--- src/rtl/tlb_refill_ptw_pkg.sv ---
// tlb_refill_ptw_pkg
// Shared definitions for the TLB refill page-table walker: Sv32-style
// address field widths, PTE bit positions and the walker state encoding.
// Optional feature macro used by the walker files: TLB_PTW_SUPERPAGE_EN
// (accept 4 MiB leaves at level 1).
package tlb_refill_ptw_pkg;

    localparam int VPN_WIDTH        = 10;
    localparam int PPN_WIDTH        = 20;
    localparam int PAGE_OFFSET_BITS = 12;

    // PTE flag bit indices
    localparam int PTE_V = 0;
    localparam int PTE_R = 1;
    localparam int PTE_W = 2;
    localparam int PTE_X = 3;

    // PTE physical page number field
    localparam int PTE_PPN_LSB = 10;
    localparam int PTE_PPN_MSB = 29;

    typedef enum logic [2:0] {
        ST_IDLE    = 3'd0,
        ST_L1_REQ  = 3'd1,
        ST_L1_WAIT = 3'd2,
        ST_L0_REQ  = 3'd3,
        ST_L0_WAIT = 3'd4,
        ST_FILL    = 3'd5,
        ST_RESP    = 3'd6
    } ptw_state_e;

endpackage

--- src/rtl/tlb_refill_ptw_pte_decode.sv ---
// ptw_pte_decode
// Purely combinational PTE classifier for one level of the walk.
// Ports:
//   pte      - PTE word returned by memory
//   level_l1 - 1 when the PTE came from the level-1 (root) table
//   vpn0     - low VPN of the walked address (used for megapage slicing)
//   leaf     - PTE terminates the walk; fill_ppn is the page to install
//   next     - PTE points at a level-0 table; fill_ppn is that table's PPN
//   fault    - walk must stop with a fault
//   fill_ppn - PPN to install (leaf) or to follow (next)
// Macro TLB_PTW_SUPERPAGE_EN: when defined, an aligned leaf at level 1 is
// accepted as a megapage and sliced down to the 4 KiB page being missed.
module ptw_pte_decode
    import tlb_refill_ptw_pkg::*;
(
    input  logic [31:0]          pte,
    input  logic                 level_l1,
    input  logic [VPN_WIDTH-1:0] vpn0,
    output logic                 leaf,
    output logic                 next,
    output logic                 fault,
    output logic [PPN_WIDTH-1:0] fill_ppn
);

    logic [PPN_WIDTH-1:0] pte_ppn;
    logic                 malformed;
    logic                 pointer;
    logic                 unused_pte_bits;

    assign pte_ppn = pte[PTE_PPN_MSB:PTE_PPN_LSB];

    // Invalid, reserved high bits set, or the reserved W-without-R encoding
    assign malformed = !pte[PTE_V] || (pte[31:30] != 2'b00)
                       || (pte[PTE_W] && !pte[PTE_R]);

    // R=X=0 means the PTE points at the next table level
    assign pointer = !pte[PTE_R] && !pte[PTE_X];

    // Software-defined bits and (without megapages) vpn0 are not needed
    assign unused_pte_bits = ^{pte[9:4], vpn0};

    always_comb begin
        leaf     = 1'b0;
        next     = 1'b0;
        fault    = 1'b0;
        fill_ppn = pte_ppn;
        if (malformed) begin
            fault = 1'b1;
        end else if (level_l1) begin
            if (pointer) begin
                next = 1'b1;
            end else begin
`ifdef TLB_PTW_SUPERPAGE_EN
                // A megapage must be aligned to 4 MiB; only the 4 KiB slice
                // covering the missed address is installed.
                if (pte_ppn[VPN_WIDTH-1:0] != '0) begin
                    fault = 1'b1;
                end else begin
                    leaf     = 1'b1;
                    fill_ppn = {pte_ppn[PPN_WIDTH-1:VPN_WIDTH], vpn0};
                end
`else
                fault = 1'b1;
`endif
            end
        end else begin
            // No further level exists below L0, so a pointer here is a fault
            if (pointer) begin
                fault = 1'b1;
            end else begin
                leaf = 1'b1;
            end
        end
    end

endmodule

--- src/rtl/tlb_refill_ptw.sv ---
// tlb_refill_ptw
// Two-level Sv32-style hardware page-table walker that refills the TLB on
// a miss, one miss at a time.
// Ports:
//   clk, rst                      - clock, synchronous active-high reset
//   miss_valid/miss_vaddr/miss_ready - miss request handshake
//   root_ppn                      - page-table root, sampled at acceptance
//   mem_req/mem_addr/mem_gnt      - PTE read request (held until granted)
//   mem_rvalid/mem_rdata          - PTE read response
//   tlb_we/tlb_w_vaddr/tlb_w_paddr - one-cycle TLB write
//   refill_done/refill_fault      - one-cycle completion pulse and status
// Macro TLB_PTW_SUPERPAGE_EN enables 4 MiB megapage leaves at level 1.
module tlb_refill_ptw
    import tlb_refill_ptw_pkg::*;
#(
    parameter logic [PPN_WIDTH-1:0] ROOT_PPN_RST = 20'h0
) (
    input  logic        clk,
    input  logic        rst,
    input  logic        miss_valid,
    input  logic [31:0] miss_vaddr,
    output logic        miss_ready,
    input  logic [19:0] root_ppn,
    output logic        mem_req,
    output logic [31:0] mem_addr,
    input  logic        mem_gnt,
    input  logic        mem_rvalid,
    input  logic [31:0] mem_rdata,
    output logic        tlb_we,
    output logic [31:0] tlb_w_vaddr,
    output logic [31:0] tlb_w_paddr,
    output logic        refill_done,
    output logic        refill_fault
);

    ptw_state_e           state_q, state_d;
    logic [VPN_WIDTH-1:0] vpn1_q, vpn1_d;
    logic [VPN_WIDTH-1:0] vpn0_q, vpn0_d;
    logic [PPN_WIDTH-1:0] root_ppn_q, root_ppn_d;
    logic                 miss_ready_q, miss_ready_d;
    logic                 mem_req_q, mem_req_d;
    logic [31:0]          mem_addr_q, mem_addr_d;
    logic                 tlb_we_q, tlb_we_d;
    logic [31:0]          tlb_w_vaddr_q, tlb_w_vaddr_d;
    logic [31:0]          tlb_w_paddr_q, tlb_w_paddr_d;
    logic                 refill_done_q, refill_done_d;
    logic                 refill_fault_q, refill_fault_d;

    logic                 dec_leaf;
    logic                 dec_next;
    logic                 dec_fault;
    logic [PPN_WIDTH-1:0] dec_ppn;
    logic                 unused_offset;

    assign unused_offset = ^miss_vaddr[PAGE_OFFSET_BITS-1:0];

    ptw_pte_decode u_decode (
        .pte      (mem_rdata),
        .level_l1 (state_q == ST_L1_WAIT),
        .vpn0     (vpn0_q),
        .leaf     (dec_leaf),
        .next     (dec_next),
        .fault    (dec_fault),
        .fill_ppn (dec_ppn)
    );

    // Next-state and next-output logic. Every output is registered, so the
    // value computed here is what the outputs show while in state_d.
    always_comb begin
        state_d        = state_q;
        vpn1_d         = vpn1_q;
        vpn0_d         = vpn0_q;
        root_ppn_d     = root_ppn_q;
        mem_req_d      = mem_req_q;
        mem_addr_d     = mem_addr_q;
        tlb_we_d       = 1'b0;
        tlb_w_vaddr_d  = tlb_w_vaddr_q;
        tlb_w_paddr_d  = tlb_w_paddr_q;
        refill_done_d  = 1'b0;
        refill_fault_d = 1'b0;

        case (state_q)
            ST_IDLE: begin
                if (miss_valid) begin
                    vpn1_d     = miss_vaddr[31:22];
                    vpn0_d     = miss_vaddr[21:12];
                    root_ppn_d = root_ppn;
                    mem_req_d  = 1'b1;
                    mem_addr_d = {root_ppn, miss_vaddr[31:22], 2'b00};
                    state_d    = ST_L1_REQ;
                end
            end
            ST_L1_REQ: begin
                // Rebuilt from latched fields so root_ppn changes cannot leak in
                mem_addr_d = {root_ppn_q, vpn1_q, 2'b00};
                if (mem_gnt) begin
                    mem_req_d = 1'b0;
                    state_d   = ST_L1_WAIT;
                end
            end
            ST_L0_REQ: begin
                if (mem_gnt) begin
                    mem_req_d = 1'b0;
                    state_d   = ST_L0_WAIT;
                end
            end
            ST_L1_WAIT, ST_L0_WAIT: begin
                if (mem_rvalid) begin
                    if (dec_fault) begin
                        refill_done_d  = 1'b1;
                        refill_fault_d = 1'b1;
                        state_d        = ST_RESP;
                    end else if (dec_next) begin
                        mem_req_d  = 1'b1;
                        mem_addr_d = {dec_ppn, vpn0_q, 2'b00};
                        state_d    = ST_L0_REQ;
                    end else if (dec_leaf) begin
                        tlb_we_d      = 1'b1;
                        tlb_w_vaddr_d = {vpn1_q, vpn0_q, {PAGE_OFFSET_BITS{1'b0}}};
                        tlb_w_paddr_d = {dec_ppn, {PAGE_OFFSET_BITS{1'b0}}};
                        state_d       = ST_FILL;
                    end
                end
            end
            ST_FILL: begin
                refill_done_d = 1'b1;
                state_d       = ST_RESP;
            end
            ST_RESP: begin
                state_d = ST_IDLE;
            end
            default: begin
                state_d = ST_IDLE;
            end
        endcase

        miss_ready_d = (state_d == ST_IDLE);
    end

    // State and output registers with synchronous reset
    always_ff @(posedge clk) begin
        if (rst) begin
            state_q        <= ST_IDLE;
            vpn1_q         <= '0;
            vpn0_q         <= '0;
            root_ppn_q     <= ROOT_PPN_RST;
            miss_ready_q   <= 1'b1;
            mem_req_q      <= 1'b0;
            mem_addr_q     <= '0;
            tlb_we_q       <= 1'b0;
            tlb_w_vaddr_q  <= '0;
            tlb_w_paddr_q  <= '0;
            refill_done_q  <= 1'b0;
            refill_fault_q <= 1'b0;
        end else begin
            state_q        <= state_d;
            vpn1_q         <= vpn1_d;
            vpn0_q         <= vpn0_d;
            root_ppn_q     <= root_ppn_d;
            miss_ready_q   <= miss_ready_d;
            mem_req_q      <= mem_req_d;
            mem_addr_q     <= mem_addr_d;
            tlb_we_q       <= tlb_we_d;
            tlb_w_vaddr_q  <= tlb_w_vaddr_d;
            tlb_w_paddr_q  <= tlb_w_paddr_d;
            refill_done_q  <= refill_done_d;
            refill_fault_q <= refill_fault_d;
        end
    end

    // The registered ready already reflects IDLE; masking with rst keeps the
    // walker from advertising readiness while it is being held in reset.
    assign miss_ready   = miss_ready_q & ~rst;
    assign mem_req      = mem_req_q;
    assign mem_addr     = mem_addr_q;
    assign tlb_we       = tlb_we_q;
    assign tlb_w_vaddr  = tlb_w_vaddr_q;
    assign tlb_w_paddr  = tlb_w_paddr_q;
    assign refill_done  = refill_done_q;
    assign refill_fault = refill_fault_q;

endmodule

--- config.mk ---
export PLATFORM = sky130hd
export DESIGN_NAME = tlb_refill_ptw
export DESIGN_NICKNAME = d
export VERILOG_FILES = /design/src/rtl/tlb_refill_ptw_pkg.sv /design/src/rtl/tlb_refill_ptw_pte_decode.sv /design/src/rtl/tlb_refill_ptw.sv
export SDC_FILE = /design/constraint.sdc
export NUM_CORES = 1
export LEC_CHECK = 0
export CELL_PAD_IN_SITES_DETAIL_PLACEMENT = 1
export CELL_PAD_IN_SITES_GLOBAL_PLACEMENT = 2
export CORE_UTILIZATION = 25
export DETAILED_ROUTE_END_ITERATION = 10
export PLACE_DENSITY_LB_ADDON = 0.1
export SYNTH_ARGS = -nofsm -noshare
export SYNTH_HDL_FRONTEND = slang
export SYNTH_SLANG_ARGS = --single-unit
--- constraint.sdc ---
create_clock -name clk -period 3.6 [get_ports clk]
set_clock_uncertainty 0.2 [all_clocks]
set_input_delay 0.36 -clock clk [delete_from_list [all_inputs] [get_ports clk]]
set_output_delay 0.36 -clock clk [all_outputs]
set_load 0.01 [all_outputs]
After elaboration in Yosys (flattened, before gate mapping)
Index checks and enable logic that the tools add are counted.
{"block": "totals", "regBits": 120, "inputBits": 89, "output_inout_bits": 101, "wordCells": 79}
{"block": "op_classes", "eq_ne": 10, "muxes": 31, "n_bitwise": 6, "reduce_logical": 20}
{"operator": "$mux W32", "count": 4}
{"operator": "$pmux W32 S3", "count": 1}
{"operator": "$mux W3", "count": 7}
{"operator": "$mux W1", "count": 16}
{"operator": "$pmux W3 S5", "count": 1}
{"operator": "$reduce_and A5 Y1", "count": 2}
{"operator": "$ne A2 B2 Y1 const B", "count": 4}
{"operator": "$eq A3 B2 Y1 const B", "count": 2}
{"operator": "$eq A3 B3 Y1 const B", "count": 2}
{"operator": "$logic_not A3 Y1", "count": 2}
{"operator": "$reduce_and A6 Y1", "count": 1}
{"operator": "$reduce_bool A3 Y1", "count": 2}
{"operator": "$reduce_or A2 Y1", "count": 3}
{"operator": "$not A1 Y1", "count": 5}
{"operator": "$reduce_or A5 Y1", "count": 1}
{"operator": "$eq A3 B1 Y1 const B", "count": 1}
{"operator": "$logic_not A1 Y1", "count": 3}
{"operator": "$pmux W1 S3", "count": 1}
{"operator": "$logic_and A1 B1 Y1", "count": 2}
{"operator": "$logic_or A1 B1 Y1", "count": 2}
{"operator": "$ne A2 B1 Y1 const B", "count": 1}
{"operator": "$pmux W1 S2", "count": 1}
{"operator": "$reduce_and A2 Y1", "count": 1}
{"operator": "$reduce_bool A2 Y1", "count": 1}
{"operator": "$and A1 B1 Y1", "count": 1}

Longest topological paths before layout
{"block": "logic_depth", "word_depth": 11, "ltp_mapped": 10, "mapped_depth_nobuf": 8}

Hierarchy
From an unflattened synthesis, not the netlist that was laid out.
{"block": "unflattened", "hier_cells": 633, "area_unflattened_um2": 5071.1}
{"module": "tlb_refill_ptw", "instances": 1, "cells_per_inst": 601, "area_each_um2": 4835.9, "seq_area_each_um2": 2362.3}
{"module": "ptw_pte_decode", "instances": 1, "cells_per_inst": 32, "area_each_um2": 235.2, "seq_area_each_um2": 0.0}

Worst setup path after synthesis
No wires, ideal clock.
{"block": "synth_path", "path_type": "register to register", "startpoint": "reg state_q[0]", "endpoint": "reg tlb_w_paddr_q[12] (netlist: tlb_w_paddr[12])", "setup_time_ns": 0.132, "arrival_time_ns": 2.208, "t_required_ns": 3.268, "setup_slack_ns": 1.060, "path_stages_with_launch": 11, "path_buffers": 3, "period_less_slack_ns": 2.540, "path_cell_list": "dfxtp_1 buf_2 inv_1 nand3_1 ha_1 or4b_4 or2_1 buf_6 clkbuf_1 o21ai_0 a21oi_1"}
{"block": "synth_via", "elab_chain_len": 5, "elab_cells_between_ends": 12, "cone_classes": "2 x eq/ne; 6 x mux; 2 x bitwise; 2 x reduce/logical"}
{"item": "from (decl)", "line": "tlb_refill_ptw.sv:36", "rtl": "ptw_state_e state_q, state_d;"}
{"item": "from (signal assigned)", "line": "tlb_refill_ptw.sv:156", "rtl": "state_q <= state_d;"}
{"item": "$eq A3 B2 Y1", "line": "tlb_refill_ptw.sv:59, tlb_refill_ptw.sv:82"}
{"item": "$mux W1", "line": "tlb_refill_ptw_pte_decode.sv:49", "rtl": "end else if (level_l1) begin"}
{"item": "$mux W1", "line": "tlb_refill_ptw_pte_decode.sv:47", "rtl": "if (malformed) begin"}
{"item": "$not A1 Y1 (no source line)"}
{"item": "$reduce_and A5 Y1 (no source line) (*)"}
{"item": "to (signal assigned)", "line": "tlb_refill_ptw.sv:165", "rtl": "tlb_w_paddr_q <= tlb_w_paddr_d;"}
{"item": "to (decl)", "line": "tlb_refill_ptw.sv:45", "rtl": "logic [31:0] tlb_w_paddr_q, tlb_w_paddr_d;"}
Every way passes the cells marked *; elsewhere a longest branch is shown, timed or not.
A chain may end at the register's enable or synchronous reset.

Worst setup path in the final report
{"block": "layout_path", "startpoint": "reg state_q[1]", "endpoint": "reg tlb_w_paddr_q[12] (netlist: tlb_w_paddr[12])"}
Same word-level chain as after synthesis.

==> results.sh <==
export IMPL_setup_tns_ps=0
export IMPL_fin_crit_sh_pct=85.5
export IMPL_hold_slack_ps=249
export IMPL_cts_sinks=118
export IMPL_cts_buffer_depth=2
export IMPL_rr_startpoint="state_q[1]"
export IMPL_ys_seq_area_share_pct=44.0
export IMPL_clock_root_buffer="clkbuf_16"
export IMPL_grt_usage_pct=19.1
export IMPL_grt_overflow_total=0
export IMPL_grt_pass1_vias=5388
export IMPL_io_pins=190
export IMPL_layout_setup_ws_ps=523
export IMPL_pre_cts_slack_ps=269
export IMPL_seqCellArea_um2=2360
export IMPL_drc_errors=0
export IMPL_antenna_found_initial=1
export IMPL_vias=5121
export IMPL_power_total_mw=6.24
export IMPL_die_w_um=148
export IMPL_fmax_ghz=0.325
export IMPL_yosysTopAreaCellShare_pct=44.0
export IMPL_synth_seq_cells=118
export IMPL_slew_viol_final=0
export IMPL_cts_hold_buffers_added=0
export IMPL_yosysTopAreaCell="dfxtp_1"
export IMPL_crit_arrival_ps=3140
export IMPL_synthFlopType="dfxtp_1"
export IMPL_post_route_min_period_ps=3080
export IMPL_cts_tree="yes"
export IMPL_ant_nets=0
export IMPL_initial_utilization_pct=25.5
export IMPL_startpoint_type="flop"
export IMPL_drive_gt1_share_pct=11.6
export IMPL_grt_pass1_wl_um=31500
export IMPL_vias_per_cell=4.95
export IMPL_avgSynthCellArea_um2=8.53
export IMPL_syn_area_um2=5360
export IMPL_min_from="root_ppn_q[7]"
export IMPL_crit_required_ps=3670
export IMPL_path_clk_slew_ps=60
export IMPL_end_kind="flop"
export IMPL_status="completed"
export IMPL_crit_path_max_fanout=30
export IMPL_n_fill_cell=2450
export IMPL_async_reset_ff_share_pct=0
export IMPL_ys_warn_count=0
export IMPL_row_count=53
export IMPL_syn_inst=629
export IMPL_place_hpwl_um=12700
export IMPL_grt_max_degree=67
export IMPL_cap_violations=0
export IMPL_max_slew_margin_pct=31.0
export IMPL_grt_setup_unrepaired="false"
export IMPL_wl_um=20400
export IMPL_startpoint="state_q[1]"
export IMPL_syn_to_final_growth_pct=41.4
export IMPL_synth_most_common_cell="dfxtp_1"
export IMPL_cts_resized=0
export IMPL_multiInputGateArea_um2=2650
export IMPL_insertion_delay_ps=410
export IMPL_finalSetupViolations=0
export IMPL_hold_path_class="reg -> reg"
export IMPL_yosys_top_cells_area="dfxtp_1, a221oi_2, a21oi_1, nand2_1, a221oi_1"
export IMPL_port_buffers=145
export IMPL_synth_distinct_cells=41
export IMPL_criticalPathCategory="reg -> reg"
export IMPL_gp_congestion=0.766
export IMPL_fp_dieH_um=148
export IMPL_synth_edff_count=0
export IMPL_fin_nets=837
export IMPL_tightest_slew_ps=1030
export IMPL_cts_buffers=17
export IMPL_leakage_nw=2.66
export IMPL_netlist_top_cells_count="dfxtp_1, nand2_1, a21oi_1"
export IMPL_ctsHtreeMaxLevel=4
export IMPL_hold_violations=0
export IMPL_drt_pre_antenna_iters=5
export IMPL_drtIter0Drc=210
export IMPL_p_per_area_nw_per_um2=823
export IMPL_cts_setup_buffers=0
export IMPL_die_area_um2=22000
export IMPL_core_um2=21000
export IMPL_wl_per_cell_um=19.7
export IMPL_max_vdd_ir_drop_uv=398
==> cells in the final DEF (no fill, tap or decap), types with 2 or more instances in the layout <==
cell and n:
clkbuf_1 3, nand3_1 42, buf_4 10, inv_1 7, xor2_1 2, dfxtp_1 118, o2111ai_1 2, ha_1 2
clkinv_2 5, a221oi_2 30, nor3_1 2, nor2b_1 3, nand2_1 84, nor2_1 35, a221oi_1 31, clkbuf_16 17
o21ai_0 43, conb_1 26, bufinv_16 3, nor2_4 3, and2_1 30, a21o_1 2, or2_2 3, buf_12 5
a21oi_1 82, clkdlybuf4s50_1 144, clkinvlp_4 2
==> critical path, stage by stage (launching register included) <==
cell	delay [ps]
dfxtp_1	600
nand3_1	220
ha_1	350
or4b_4	530
or2_2	470
buf_12	230
o21ai_0	200
a21oi_1	90
==> layer usage <==
| metal | wire, um | up-vias | track usage [%] |
|---|---|---|---|
| li1 | - | 2433 | - |
| met1 | 8960 | 2535 | 23.2 |
| met2 | 10200 | 131 | 33.3 |
| met3 | 939 | 22 | 3.99 |
| met4 | 359 | 0 | 6.44 |
| met5 | 0 | - | 0 |
==> flip-flops by register name, summed over array words and instances, names as in the netlist <==
signal	flops
miss_ready_q	1
mem_req	1
mem_addr	30
refill_done	1
vpn1_q	10
tlb_w_vaddr	20
tlb_w_paddr	20
tlb_we	1
state_q	3
root_ppn_q	20
refill_fault	1
vpn0_q	10
==> logic make-up (layout without fill, tap and decap cells) <==
logic type,after synthesis,after routing,synth area share [%]
other,1,27,0.0699
flip-flops,118,118,44.0
adder cells (fa/ha/maj),2,2,0.466
AND/OR/NAND/NOR,215,215,18.9
AO/OA/AOI/OAI,197,197,26.8
XOR/XNOR,3,3,0.490
buffers and inverters,93,197,9.26
==> final timing paths <==
path,end,slack (ps),cells past startpoint
worst max-delay path,tlb_w_paddr[12],520,7
worst min-delay path,root_ppn_q[7],250,2
worst max register to register,tlb_w_paddr[12],520,7
worst min register to register,root_ppn_q[7],250,2
==> stage by stage <==
stage / utilization (%) / cells / instance area, um2
after detailed placement: 33.3 / 1002 / 7000
after CTS: 36.1 / 1033 / 7580
after global placement: 33.3 / 1002 / 7000
after floorplan: - / 654 / 5460
final: 36.1 / 1034 / 7580
after global routing: 36.1 / 1033 / 7580
==> power breakdown <==
group	total, mW	switching, mW	internal, mW
logic	2.70	1.64	1.06
registers	1.83	0.215	1.61
clock network	1.72	0.622	1.10
total	6.24	2.48	3.77
==> layout make-up <==
class                           count  area share, %
Tap cell                          275           4.54
Multi-Input combinational cell    443           35.0
Clock inverter                     10           1.72
Inverter                            7          0.346
Clock buffer                       21           5.94
Antenna cell                        1         0.0330
Sequential cell                   118           31.2
Timing Repair Buffer              159           21.3
No activity file was read; power rests on OpenSTA's default activity.
